File: src/rtl/binary16_mul.sv
// Iterative binary16 multiplier: 11-step shift-add, normalize, range check.
// Define BINARY16_MUL_ROUND_EN for round-to-nearest-even (default: truncate).
module binary16_mul #(
  parameter int MANT_W = 11
) (
  input  logic        clk_in,
  input  logic        rst,
  input  logic [15:0] a,
  input  logic [15:0] b,
  input  logic        data_valid_in,
  output logic [15:0] result,
  output logic        data_valid_out,
  output logic        busy
);

  localparam int PW = 2 * MANT_W;

  typedef enum logic [1:0] {IDLE, MULT, NORM} state_t;
  typedef enum logic [1:0] {C_NUM, C_NAN, C_INF, C_ZERO} cls_t;

  state_t state_q, state_d;
  cls_t   cls_q, cls_d, in_cls;

  logic              sign_q, sign_d;
  logic [4:0]        ea_q, ea_d, eb_q, eb_d;
  logic [PW-1:0]     mcand_q, mcand_d;
  logic [PW-1:0]     prod_q, prod_d;
  logic [MANT_W-1:0] mplier_q, mplier_d;
  logic [3:0]        cnt_q, cnt_d;
  logic [15:0]       res_q, res_d;
  logic              dvo_q, dvo_d;

  logic a_nan, b_nan, a_inf, b_inf, a_zero, b_zero;
  logic [6:0]  e_raw, e_norm, e_fin;
  logic [9:0]  mant_t;
  logic [10:0] mant_r;
  logic [15:0] num;

  always_comb begin
    a_nan  = (&a[14:10]) & (|a[9:0]);
    b_nan  = (&b[14:10]) & (|b[9:0]);
    a_inf  = (&a[14:10]) & ~(|a[9:0]);
    b_inf  = (&b[14:10]) & ~(|b[9:0]);
    a_zero = ~(|a[14:10]);
    b_zero = ~(|b[14:10]);
    if (a_nan | b_nan)
      in_cls = C_NAN;
    else if ((a_inf & b_zero) | (b_inf & a_zero))
      in_cls = C_NAN;
    else if (a_inf | b_inf)
      in_cls = C_INF;
    else if (a_zero | b_zero)
      in_cls = C_ZERO;
    else
      in_cls = C_NUM;
  end

  // Product lies in [2^20, 2^22): top bit selects the normalization shift.
  always_comb begin
    e_raw = {2'b00, ea_q} + {2'b00, eb_q} - 7'd15;
    if (prod_q[PW-1]) begin
      mant_t = prod_q[20:11];
      e_norm = e_raw + 7'd1;
    end else begin
      mant_t = prod_q[19:10];
      e_norm = e_raw;
    end
`ifdef BINARY16_MUL_ROUND_EN
    begin
      logic g, st;
      g  = prod_q[PW-1] ? prod_q[10] : prod_q[9];
      st = prod_q[PW-1] ? (|prod_q[9:0]) : (|prod_q[8:0]);
      mant_r = {1'b0, mant_t} + 11'(g & (st | mant_t[0]));
    end
`else
    mant_r = {1'b0, mant_t};
`endif
    e_fin = e_norm + 7'(mant_r[10]);
    unique case (cls_q)
      C_NAN:  num = 16'h7E00;
      C_INF:  num = {sign_q, 5'h1F, 10'h000};
      C_ZERO: num = {sign_q, 15'h0000};
      default: begin
        if ($signed(e_fin) >= 7'sd31)
          num = {sign_q, 5'h1F, 10'h000};
        else if ($signed(e_fin) <= 7'sd0)
          num = {sign_q, 15'h0000};
        else
          num = {sign_q, e_fin[4:0], mant_r[9:0]};
      end
    endcase
  end

`ifndef BINARY16_MUL_ROUND_EN
  logic unused_lo;
  assign unused_lo = ^prod_q[9:0];
`endif

  always_ff @(posedge clk_in) begin
    if (rst) state_q <= IDLE;
    else     state_q <= state_d;
  end

  always_comb begin
    state_d = state_q;
    unique case (state_q)
      IDLE:    if (data_valid_in) state_d = MULT;
      MULT:    if (cnt_q == 4'd1) state_d = NORM;
      NORM:    state_d = IDLE;
      default: state_d = IDLE;
    endcase
  end

  always_comb begin
    sign_d   = sign_q;
    ea_d     = ea_q;
    eb_d     = eb_q;
    cls_d    = cls_q;
    mcand_d  = mcand_q;
    mplier_d = mplier_q;
    prod_d   = prod_q;
    cnt_d    = cnt_q;
    res_d    = res_q;
    dvo_d    = 1'b0;
    unique case (state_q)
      IDLE: begin
        if (data_valid_in) begin
          sign_d   = a[15] ^ b[15];
          ea_d     = a[14:10];
          eb_d     = b[14:10];
          cls_d    = in_cls;
          mcand_d  = {{(PW-MANT_W){1'b0}}, 1'b1, a[9:0]};
          mplier_d = {1'b1, b[9:0]};
          prod_d   = '0;
          cnt_d    = 4'd11;
        end
      end
      MULT: begin
        prod_d   = prod_q + (mplier_q[0] ? mcand_q : '0);
        mcand_d  = mcand_q << 1;
        mplier_d = mplier_q >> 1;
        cnt_d    = cnt_q - 4'd1;
      end
      NORM: begin
        res_d = num;
        dvo_d = 1'b1;
      end
      default: ;
    endcase
  end

  always_ff @(posedge clk_in) begin
    if (rst) begin
      sign_q   <= 1'b0;
      ea_q     <= '0;
      eb_q     <= '0;
      cls_q    <= C_NUM;
      mcand_q  <= '0;
      mplier_q <= '0;
      prod_q   <= '0;
      cnt_q    <= '0;
      res_q    <= '0;
      dvo_q    <= 1'b0;
    end else begin
      sign_q   <= sign_d;
      ea_q     <= ea_d;
      eb_q     <= eb_d;
      cls_q    <= cls_d;
      mcand_q  <= mcand_d;
      mplier_q <= mplier_d;
      prod_q   <= prod_d;
      cnt_q    <= cnt_d;
      res_q    <= res_d;
      dvo_q    <= dvo_d;
    end
  end

  assign result         = res_q;
  assign data_valid_out = dvo_q;
  assign busy           = (state_q != IDLE);

endmodule

File: config.mk
export PLATFORM = sky130hd
export DESIGN_NAME = binary16_mul
export DESIGN_NICKNAME = d
export VERILOG_FILES = /design/src/rtl/binary16_mul.sv
export SDC_FILE = /design/constraint.sdc
export NUM_CORES = 1
export LEC_CHECK = 0
export ABC_AREA = 1
export CORE_MARGIN = 4
export CORE_UTILIZATION = 40
export CTS_BUF_LIST = sky130_fd_sc_hd__clkbuf_8
export DETAILED_ROUTE_END_ITERATION = 8
export GPL_ROUTABILITY_DRIVEN = 0
export PLACE_DENSITY_LB_ADDON = 0.12
export SYNTH_ARGS = -nofsm -noshare
export SYNTH_HDL_FRONTEND = slang
export SYNTH_SLANG_ARGS = --single-unit
File: constraint.sdc
create_clock -name clk_in -period 2.4 [get_ports clk_in]
set_input_delay 0.48 -clock clk_in [delete_from_list [all_inputs] [get_ports clk_in]]
set_output_delay 0.48 -clock clk_in [all_outputs]
set_load 0.05 [all_outputs]
==> results of run 1 <==
==> what timing repair did <==
item                                    in CTS  in global routing
buffers inserted                             0                  4
endpoints found under the setup margin      15                 25
gates resized for setup                     14                 39
gates cloned                                 0                  2
pin swaps                                    2                 17
==> area by class of cell <==
class	instances	area, sq um	area share [%]
multi-input combinational	607	3470	49.8
sequential	91	1830	26.2
timing repair buffer	92	832	11.9
inverter	105	409	5.87
tap	180	225	3.23
clock buffer	9	124	1.78
clock inverter	7	78.8	1.13
timing repair inverter	1	8.76	0.126
==> sequential cells by signal (all words and copies together), names as in the netlist <==
name            count
mcand_q            22
prod_q             22
result             16
mplier_q           11
ea_q                5
eb_q                5
cnt_q               4
cls_q               2
state_q             2
data_valid_out      1
sign_q              1
==> placed cells by master, fill, tap and decap left out, types with 34 or more instances in the layout <==
cell,n
a21oi_1,86
buf_4,38
clkdlybuf4s50_1,51
dfxtp_1,88
ha_1,34
inv_1,100
nand2_1,171
nand3_1,39
nor2_1,95
o21ai_0,50
==> worst max-delay path, delay by kind of cell, from the launching register on <==
family / cells / cell delay (ns)
flip-flops: 1 / 0.35
adder cells (fa/ha/maj): 3 / 0.96
buffers and inverters: 3 / 0.23
AND/OR/NAND/NOR: 11 / 0.94
==> power by group through the flow <==
| stage | clock network, mW | registers [mW] | logic (mW) |
|---|---|---|---|
| after floorplan | 0 | 1.67 | 0.586 |
| after CTS | 1.15 | 1.64 | 0.911 |
| after detailed placement | 0 | 1.68 | 0.878 |
| after global placement | 0 | 1.67 | 0.862 |
| after global routing | 1.21 | 1.65 | 1.12 |
| final | 1.12 | 1.64 | 1.01 |
==> through the flow <==
step | area [sq um] | util, %
floorplan | 5660 | -
finish | 6980 | 50.4
detailed placement | 6530 | 47.2
global placement | 6530 | 47.2
global route | 6980 | 50.4
CTS | 6790 | 49.1
==> metal layers <==
layer	track usage, %	vias to the layer above	wire length, um
li1	-	2905	-
met1	25.7	2651	7090
met2	33.8	131	7600
met4	4.42	0	226
met3	4.08	17	708
met5	0	-	0
==> logic make-up after synthesis <==
kind of cell | share of synthesized area [%]
simple gates | 28.9
flops | 32.4
buf+inv | 9.80
fa+ha+maj | 8.95
compound gates | 19.5
xor+xnor | 0.468
==> worst paths after layout <==
check | slack, ns | startpoint | end | depth (start not counted)
worst max-delay path | -0.19 | ea_q[1]$_SDFFE_PP0P_ | result[6]$_SDFFE_PP0P_ | 17
worst min-delay path | 0.47 | ea_q[4]$_SDFFE_PP0P_ | ea_q[4]$_SDFFE_PP0P_ | 2
worst max register to register | -0.19 | ea_q[1]$_SDFFE_PP0P_ | result[6]$_SDFFE_PP0P_ | 17
worst min register to register | 0.47 | ea_q[4]$_SDFFE_PP0P_ | ea_q[4]$_SDFFE_PP0P_ | 2
==> metrics.cfg, run 1 <==
[logic_synthesis]
ys_warn_count=0
synth_edf_count=0
synth_area_leaders=dfxtp_1, nand2_1, ha_1
synth_ff_type=dfxtp_1
synthDistinctLibCells=45
syn_nets=907
async_flop_share_pct=0
synth-seq-cells=91
synth.top_cell.area_share_pct=32.4
yosysMostFrequentCell=nand2_1
syn_inst=833
avgSynthCellArea_sq_um=6.75
yosysSeqAreaShare_pct=32.4
syn_area_sq_um=5620
ys_top_cells_by_count=nand2_1, nor2_1, inv_1, dfxtp_1, a21oi_1
synth_area_leader_cell=dfxtp_1

[die]
io_pins=53
die_w_um=127
start_util_pct=40.6
coreArea_sq_um=13800
dieArea_sq_um=16000
row_count=43
fp.dieH_um=127

[timing]
rsz0062_at_grt=true
hold_violations=0
fmax_mhz=386
finalSetupViolCount=15
period_share_pct=108
min_period_ns=2.59
whs_ns=0.465
maxSlewHeadroom_pct=44.7
tns_ns=-2.39
finClkSkew_ns=0.00610
worst_pin_slew_ns=0.826
slew_viol_final=0
fin_ws_ns=-0.192

[final_layout]
nets=981
fill_cells=1389
final_cell_count_no_fill=1092
diodes=0
drive_above_1_share_pct=12.8
areaGrowthSynthToFinish_pct=24.1

[outcome]
violations=negative setup slack
status=finished with violations

[routing]
dr.pass1.iters=5
drc=0
first_iter_violations=524
via_per_inst=5.22
vias=5704
finalWirelength_um=15600
final_antenna_net_count=0
routedWlPerCell_um=14.3

[setup_path]
critPathLaunchType=flop
cp_max_fo=7
critPathKind=flop to flop
required_ns=2.67
cp_data_arrival_time_ns=2.86
cp_slowest_cell=fa_2
cpMostUsedCell=nor2_4
endpoint_kind=flop
crit_chain=ha_4 > ha_4 > fa_2 > nand2_1 > inv_1 > nand2_2 > nor2_4 > nand3_4 > nand2_2 > inv_2 > nor2_4 > buf_6 > nand2_8 > nand4_1 > nor2_4 > nor2_2 > nor2_1
critPathMaxStageDelay_ns=0.56

[pwr]
leakagePower_nw=3.13
vdd.ir_drop.worst_v=0.000299
power_mw=3.78
switching_share_pct=32.5
seq_power_share_pct=43.5
power.density_nw_per_um2=541
pwr-share-comb_pct=26.8
p_int_mw=2.55
switchingPower_mw=1.23
clkPwrFrac_pct=29.8

[clock_network]
clock_path_buffers=2
clk_latency_ns=0.37
hold_buffers=0
cts_made_buffers=9
cts_sinks=91
cts_tree=yes
htreeDepth=3
clock-root-buffer=clkbuf_8
path_clk_slew_ns=0.09

[placement]
hpwl_um=11400
portBuffers=52
placedCellCount=1070
place_ws_ns=-0.127

[global_routing]
grt_pass1_vias=5593
grt_max_degree=34
grtUsageTotal_pct=19.8
antenna_found_initial=0
grt_first_pass_wirelength_um=26300
grt-ovfl-total=0

[hold_path]
holdCritPathClass=flop to flop

[flow_run]
cap_violations=0

Note: power is estimated with default switching activity, not from simulation.
==> run 2: changes to the inputs <==
--- a/config.mk
+++ b/config.mk
@@ -11,7 +11,6 @@
 export CTS_BUF_LIST = sky130_fd_sc_hd__clkbuf_8
 export DETAILED_ROUTE_END_ITERATION = 8
 export GPL_ROUTABILITY_DRIVEN = 0
-export PLACE_DENSITY_LB_ADDON = 0.12
 export SYNTH_ARGS = -nofsm -noshare
 export SYNTH_HDL_FRONTEND = slang
 export SYNTH_SLANG_ARGS = --single-unit
==> run 2 against run 1 <==
The flow still finishes with violations (negative setup slack); combinational power decreased by 9%; hold slack got worse by 0.092 ns; via count decreased by 3.8%; flip-flop and latch count unchanged; critical path depth decreased by 1; first-iteration DRC count decreased by 44%; count of clock-buffer cells in the layout unchanged; sequential share of layout area increased by 0.86 points; register-to-register slack improved by 0.08 ns; setup slack improved by 0.076 ns; critical path type unchanged; critical endpoint is now result[1]$_SDFFE_PP0P_; largest power group unchanged; highest routed layer unchanged.
==> metrics.cfg, run 2 (synthesis results as in run 1) <==
[clock_network]
path_clk_slew_ns=0.09
cts_sinks=91
clock-root-buffer=clkbuf_8
cts_tree=yes
htreeDepth=3
hold_buffers=0
clock_path_buffers=2
clk_latency_ns=0.38
cts_made_buffers=9

[routing]
routedWlPerCell_um=13.2
finalWirelength_um=14200
final_antenna_net_count=0
via_per_inst=5.08
vias=5489
dr.pass1.iters=7
drc=0
first_iter_violations=294

[die]
io_pins=53
die_w_um=127
start_util_pct=40.6
fp.dieH_um=127
row_count=43
dieArea_sq_um=16000
coreArea_sq_um=13800

[setup_path]
critPathKind=flop to flop
r2r_start=eb_q[1]$_SDFFE_PP0P_
critPathLaunchType=flop
cp_max_fo=7
endpoint_kind=flop
r2r_end=result[1]$_SDFFE_PP0P_
ff2ff_setup_slack_ns=-0.12
cp_data_arrival_time_ns=2.76
rr_worst_depth=16
required_ns=2.64

[hold_path]
min_to=cls_q[0]$_SDFFE_PP0P_
holdPathStages=2
holdCritPathClass=input port to flop
min_from=rst

[timing]
hold_violations=0
fin_ws_ns=-0.116
min_period_ns=2.52
fmax_mhz=397
finalSetupViolCount=15
finClkSkew_ns=0.0164
slew_viol_final=0
worst_pin_slew_ns=0.840
whs_ns=0.374
period_share_pct=105
rsz0062_at_grt=true
maxSlewHeadroom_pct=43.8

[global_routing]
grt_max_degree=55
grt-ovfl-total=0
grt.busiest_layer=met2
use_met3_pct=2.53
antenna_found_initial=0
grt_first_pass_wirelength_um=23900
use_met1_pct=24.9
grt_pass1_vias=5012
grtUsageTotal_pct=17.9
grtUsageMet2_pct=29.0

[final_layout]
areaGrowthSynthToFinish_pct=20.3
final_common_cell=nand2_1
final_cell_count_no_fill=1080
drive_above_1_share_pct=11.2
nets=969
fill_cells=1444
diodes=0
layout_common_cells=nand2_1, inv_1, nor2_1, dfxtp_1, a21oi_1

[pwr]
pwr-share-comb_pct=26.2
vdd.ir_drop.worst_v=0.000321
seq_power_share_pct=46.8
switching_share_pct=33.9
clkPwrFrac_pct=27.0
power.density_nw_per_um2=519
leakagePower_nw=3.05
switchingPower_mw=1.19
p_int_mw=2.32

[placement]
place_ws_ns=-0.130
portBuffers=52
placedCellCount=1060
hpwl_um=10700

[outcome]
violations=negative setup slack
status=finished with violations

[flow_run]
cap_violations=0

## run 2: cell count changes in the layout (fill, tap and decap cells not counted), moves of 3 or more
cell	before	now
nor2_1	95	98
clkinv_2	0	3
nor2_4	8	4
buf_4	38	27
## run 2: critical path, cell delays in order (launching register included)
cell and delay (ns):
dfxtp_2 0.35, ha_4 0.24, ha_4 0.16, fa_2 0.55, nand2_1 0.05, inv_1 0.06, nand2_2 0.06, nor2_4 0.10
inv_2 0.03, nand2_1 0.06, nand2_1 0.07, a21oi_2 0.22, nand2_2 0.16, nand4_1 0.10, nor2_1 0.05, nor2_1 0.08
nor2_1 0.05
## run 2: repair_timing
item	4_1_cts	5_1_grt
pin swaps	10	1
endpoints found under the hold margin	0	0
gates resized for setup	13	22
setup buffers	0	2
setup endpoints to repair	18	27
gates cloned	1	1
## run 2: per-layer routing
metal	part of all wire (%)	routed length, um
met2	45	6450
met3	4.1	589
met4	1.4	203
met5	0	0
met1	49	6980
## run 2: worst max-delay path by stage
stage | from | endpoint | slack (ns) | cells past startpoint
2_1_floorplan | eb_q[1]$_SDFFE_PP0P_ | result[2]$_SDFFE_PP0P_ | -0.02 | 17
3_3_place_gp | eb_q[1]$_SDFFE_PP0P_ | result[2]$_SDFFE_PP0P_ | -0.10 | 16
3_5_place_dp | eb_q[0]$_SDFFE_PP0P_ | result[2]$_SDFFE_PP0P_ | -0.13 | 18
4_1_cts | eb_q[1]$_SDFFE_PP0P_ | result[3]$_SDFFE_PP0P_ | -0.06 | 17
5_1_grt | eb_q[1]$_SDFFE_PP0P_ | result[7]$_SDFFE_PP0P_ | -0.28 | 17
6_report | eb_q[1]$_SDFFE_PP0P_ | result[1]$_SDFFE_PP0P_ | -0.12 | 16
## run 2: final cells by class
class / count / area, sq um / area share, %
Multi-Input combinational cell: 608 / 3410 / 50.4
Sequential cell: 91 / 1830 / 27.0
Timing Repair Buffer: 80 / 729 / 10.8
Inverter: 105 / 404 / 5.97
Tap cell: 180 / 225 / 3.33
Clock buffer: 9 / 124 / 1.83
Clock inverter: 7 / 45.0 / 0.666
## run 2: power groups by stage
| stage | Clock, mW | Sequential (mW) | Combinational (mW) |
|---|---|---|---|
| 2_1_floorplan | 0 | 1.67 | 0.586 |
| 3_3_place_gp | 0 | 1.68 | 0.850 |
| 3_5_place_dp | 0 | 1.68 | 0.857 |
| 4_1_cts | 0.980 | 1.64 | 0.907 |
| 5_1_grt | 1.04 | 1.66 | 1.02 |
| 6_report | 0.948 | 1.64 | 0.921 |
## run 2: metrics by stage
stage | total power [mW] | TNS [ns] | util (%) | instance area [sq um]
6_report | 3.51 | -1.32 | 48.9 | 6760
5_1_grt | 3.72 | -3.70 | 48.9 | 6760
4_1_cts | 3.53 | -0.621 | 48.3 | 6690
3_5_place_dp | 2.54 | -1.62 | 46.6 | 6440
3_3_place_gp | 2.53 | -1.03 | 46.6 | 6440
2_1_floorplan | 2.26 | -0.0535 | - | 5660
==> run 3: changes to the inputs <==
--- a/config.mk
+++ b/config.mk
@@ -11,6 +11,7 @@
 export CTS_BUF_LIST = sky130_fd_sc_hd__clkbuf_8
 export DETAILED_ROUTE_END_ITERATION = 8
 export GPL_ROUTABILITY_DRIVEN = 0
+export SLEW_MARGIN = 20
 export SYNTH_ARGS = -nofsm -noshare
 export SYNTH_HDL_FRONTEND = slang
 export SYNTH_SLANG_ARGS = --single-unit
==> constraint.sdc (replaced) <==
create_clock -name clk_in -period 2 [get_ports clk_in]
set_input_delay 0.4 -clock clk_in [delete_from_list [all_inputs] [get_ports clk_in]]
set_output_delay 0.4 -clock clk_in [all_outputs]
set_load 0.05 [all_outputs]
==> run 3 against run 2 <==
The run still ends with negative setup slack left; hold slack improved by 0.10 ns; via count is 5.7% higher; die area stayed put; register-to-register slack got worse by 0.32 ns; critical path depth decreased by 1; first-iteration DRC count shrank 23%; clock power increased by 53%; non-clock buffer count increased by 74; global-route usage rose by 1.3 points; sequential share of layout area decreased by 4.8 points; total power grew 34%; count of clock-buffer cells in the layout unchanged; critical endpoint is now result[2]$_SDFFE_PP0P_.
==> metrics.cfg, run 3 (synthesis results as in run 1) <==
[clock_network]
cts_sinks=91
clock_path_buffers=2
htreeDepth=3
clk_latency_ns=0.39
path_clk_slew_ns=0.10
cts_made_buffers=9
clock-root-buffer=clkbuf_8
cts_tree=yes

[final_layout]
fill_cells=1245
nets=1041
layout_common_cells=nand2_1, dfxtp_1, nor2_1, buf_4, inv_1
areaGrowthSynthToFinish_pct=46.3
multi_input_area_sq_um=4150
drive_above_1_share_pct=31.6
seq_area_sq_um=1830
final_common_cell=nand2_1
diodes=0
final_cell_count_no_fill=1152

[setup_path]
cp_max_fo=14
cpMostUsedCell=nor2_1
cp-startpoint=eb_q[1]$_SDFFE_PP0P_
ff2ff_setup_slack_ns=-0.43
endpoint_kind=flop
critPathMaxStageDelay_ns=0.53
required_ns=2.33
cp_data_arrival_time_ns=2.76
r2r_start=eb_q[1]$_SDFFE_PP0P_
cp_slowest_cell=fa_1
critPathKind=flop to flop
critPathLaunchType=flop
crit_chain=ha_4 > ha_4 > fa_1 > nand2_1 > inv_1 > nand2_2 > nor2_4 > nand3_2 > nor2_2 > nor2_4 > nand2_4 > nand4_1 > nor2_1 > nor2_1 > nor2_1

[placement]
portBuffers=52
hpwl_um=11300
placedCellCount=1121

[pwr]
power.density_nw_per_um2=571
power_mw=4.70
vdd.ir_drop.worst_v=0.000439
leakagePower_nw=3.64

[routing]
via_per_inst=5.04
dr.pass1.iters=8
finalWirelength_um=16100
final_antenna_net_count=0
routedWlPerCell_um=14.0
first_iter_violations=226
vias=5801
drc=0

[die]
fp.dieH_um=127
die_w_um=127
start_util_pct=40.6
coreArea_sq_um=13800
io_pins=53
dieArea_sq_um=16000
row_count=43

[hold_path]
min_from=cnt_q[3]$_SDFFE_PP0P_
holdCritPathClass=flop to flop

[timing]
fin_ws_ns=-0.433
period_share_pct=122
rsz0062_at_grt=true
fmax_mhz=411
min_period_ns=2.43
whs_ns=0.476
slew_viol_final=0
hold_violations=0
finalSetupViolCount=23
tns_ns=-6.57
maxSlewHeadroom_pct=41.0
worst_pin_slew_ns=0.881
finClkSkew_ns=0.0121

[global_routing]
antenna_found_initial=0
grt-ovfl-total=0
grt_first_pass_wirelength_um=25600
grtUsageTotal_pct=19.2
grt_pass1_vias=5466
grt_max_degree=35

[flow_run]
cap_violations=0

[outcome]
violations=negative setup slack
status=finished with violations

## run 3: power breakdown
part | leakage, nW | total (mW) | switching [mW] | internal, mW
combinational | 2.78 | 1.27 | 0.712 | 0.557
sequential | 0.742 | 1.98 | 0.0670 | 1.91
clock | 0.112 | 1.45 | 0.736 | 0.713
## run 3: per-layer routing
layer  track usage (%)  vias up  wire [um]
met2              32.3      113       7740
met1              25.5     2636       7400
met3              2.82       20        714
li1                  -     3032          -
met4              6.06        0        295
met5                 0        -          0
## run 3: cell type report
type | instances | share of cell area [%]
Clock buffer | 9 | 1.51
Sequential cell | 91 | 22.3
Clock inverter | 7 | 1.19
Multi-Input combinational cell | 606 | 50.5
Inverter | 105 | 4.92
Timing Repair Buffer | 154 | 16.9
Tap cell | 180 | 2.74
## run 3: final timing paths
check,endpoint,cells past startpoint
worst max-delay path,result[2]$_SDFFE_PP0P_,15
worst min-delay path,cnt_q[3]$_SDFFE_PP0P_,1
worst min register to register,cnt_q[3]$_SDFFE_PP0P_,1
worst max register to register,result[2]$_SDFFE_PP0P_,15
## run 3: what timing repair did
item | in CTS | in global routing
endpoints found under the setup margin | 33 | 33
gates resized for setup | 98 | 137
hold buffers | 0 | 0
endpoints found under the hold margin | 0 | 0
pin swaps | 30 | 60
setup buffers | 9 | 9
cloned | 0 | 1
## run 3: worst max-delay path, delay by kind of cell, from the launching register on
family,cells,cell delay [ns]
adders and majority gates,3,0.93
buffers and inverters,1,0.06
DFF,1,0.35
and+or+nand+nor,11,1.04
## run 3: per-stage QoR
step / area, sq um / utilization (%) / worst slack, ns
floorplan: 5680 / - / -0.423
global placement: 6930 / 50.1 / -0.487
detailed placement: 6930 / 50.1 / -0.515
CTS: 7630 / 55.2 / -0.437
global route: 8220 / 59.5 / -0.656
finish: 8220 / 59.5 / -0.433
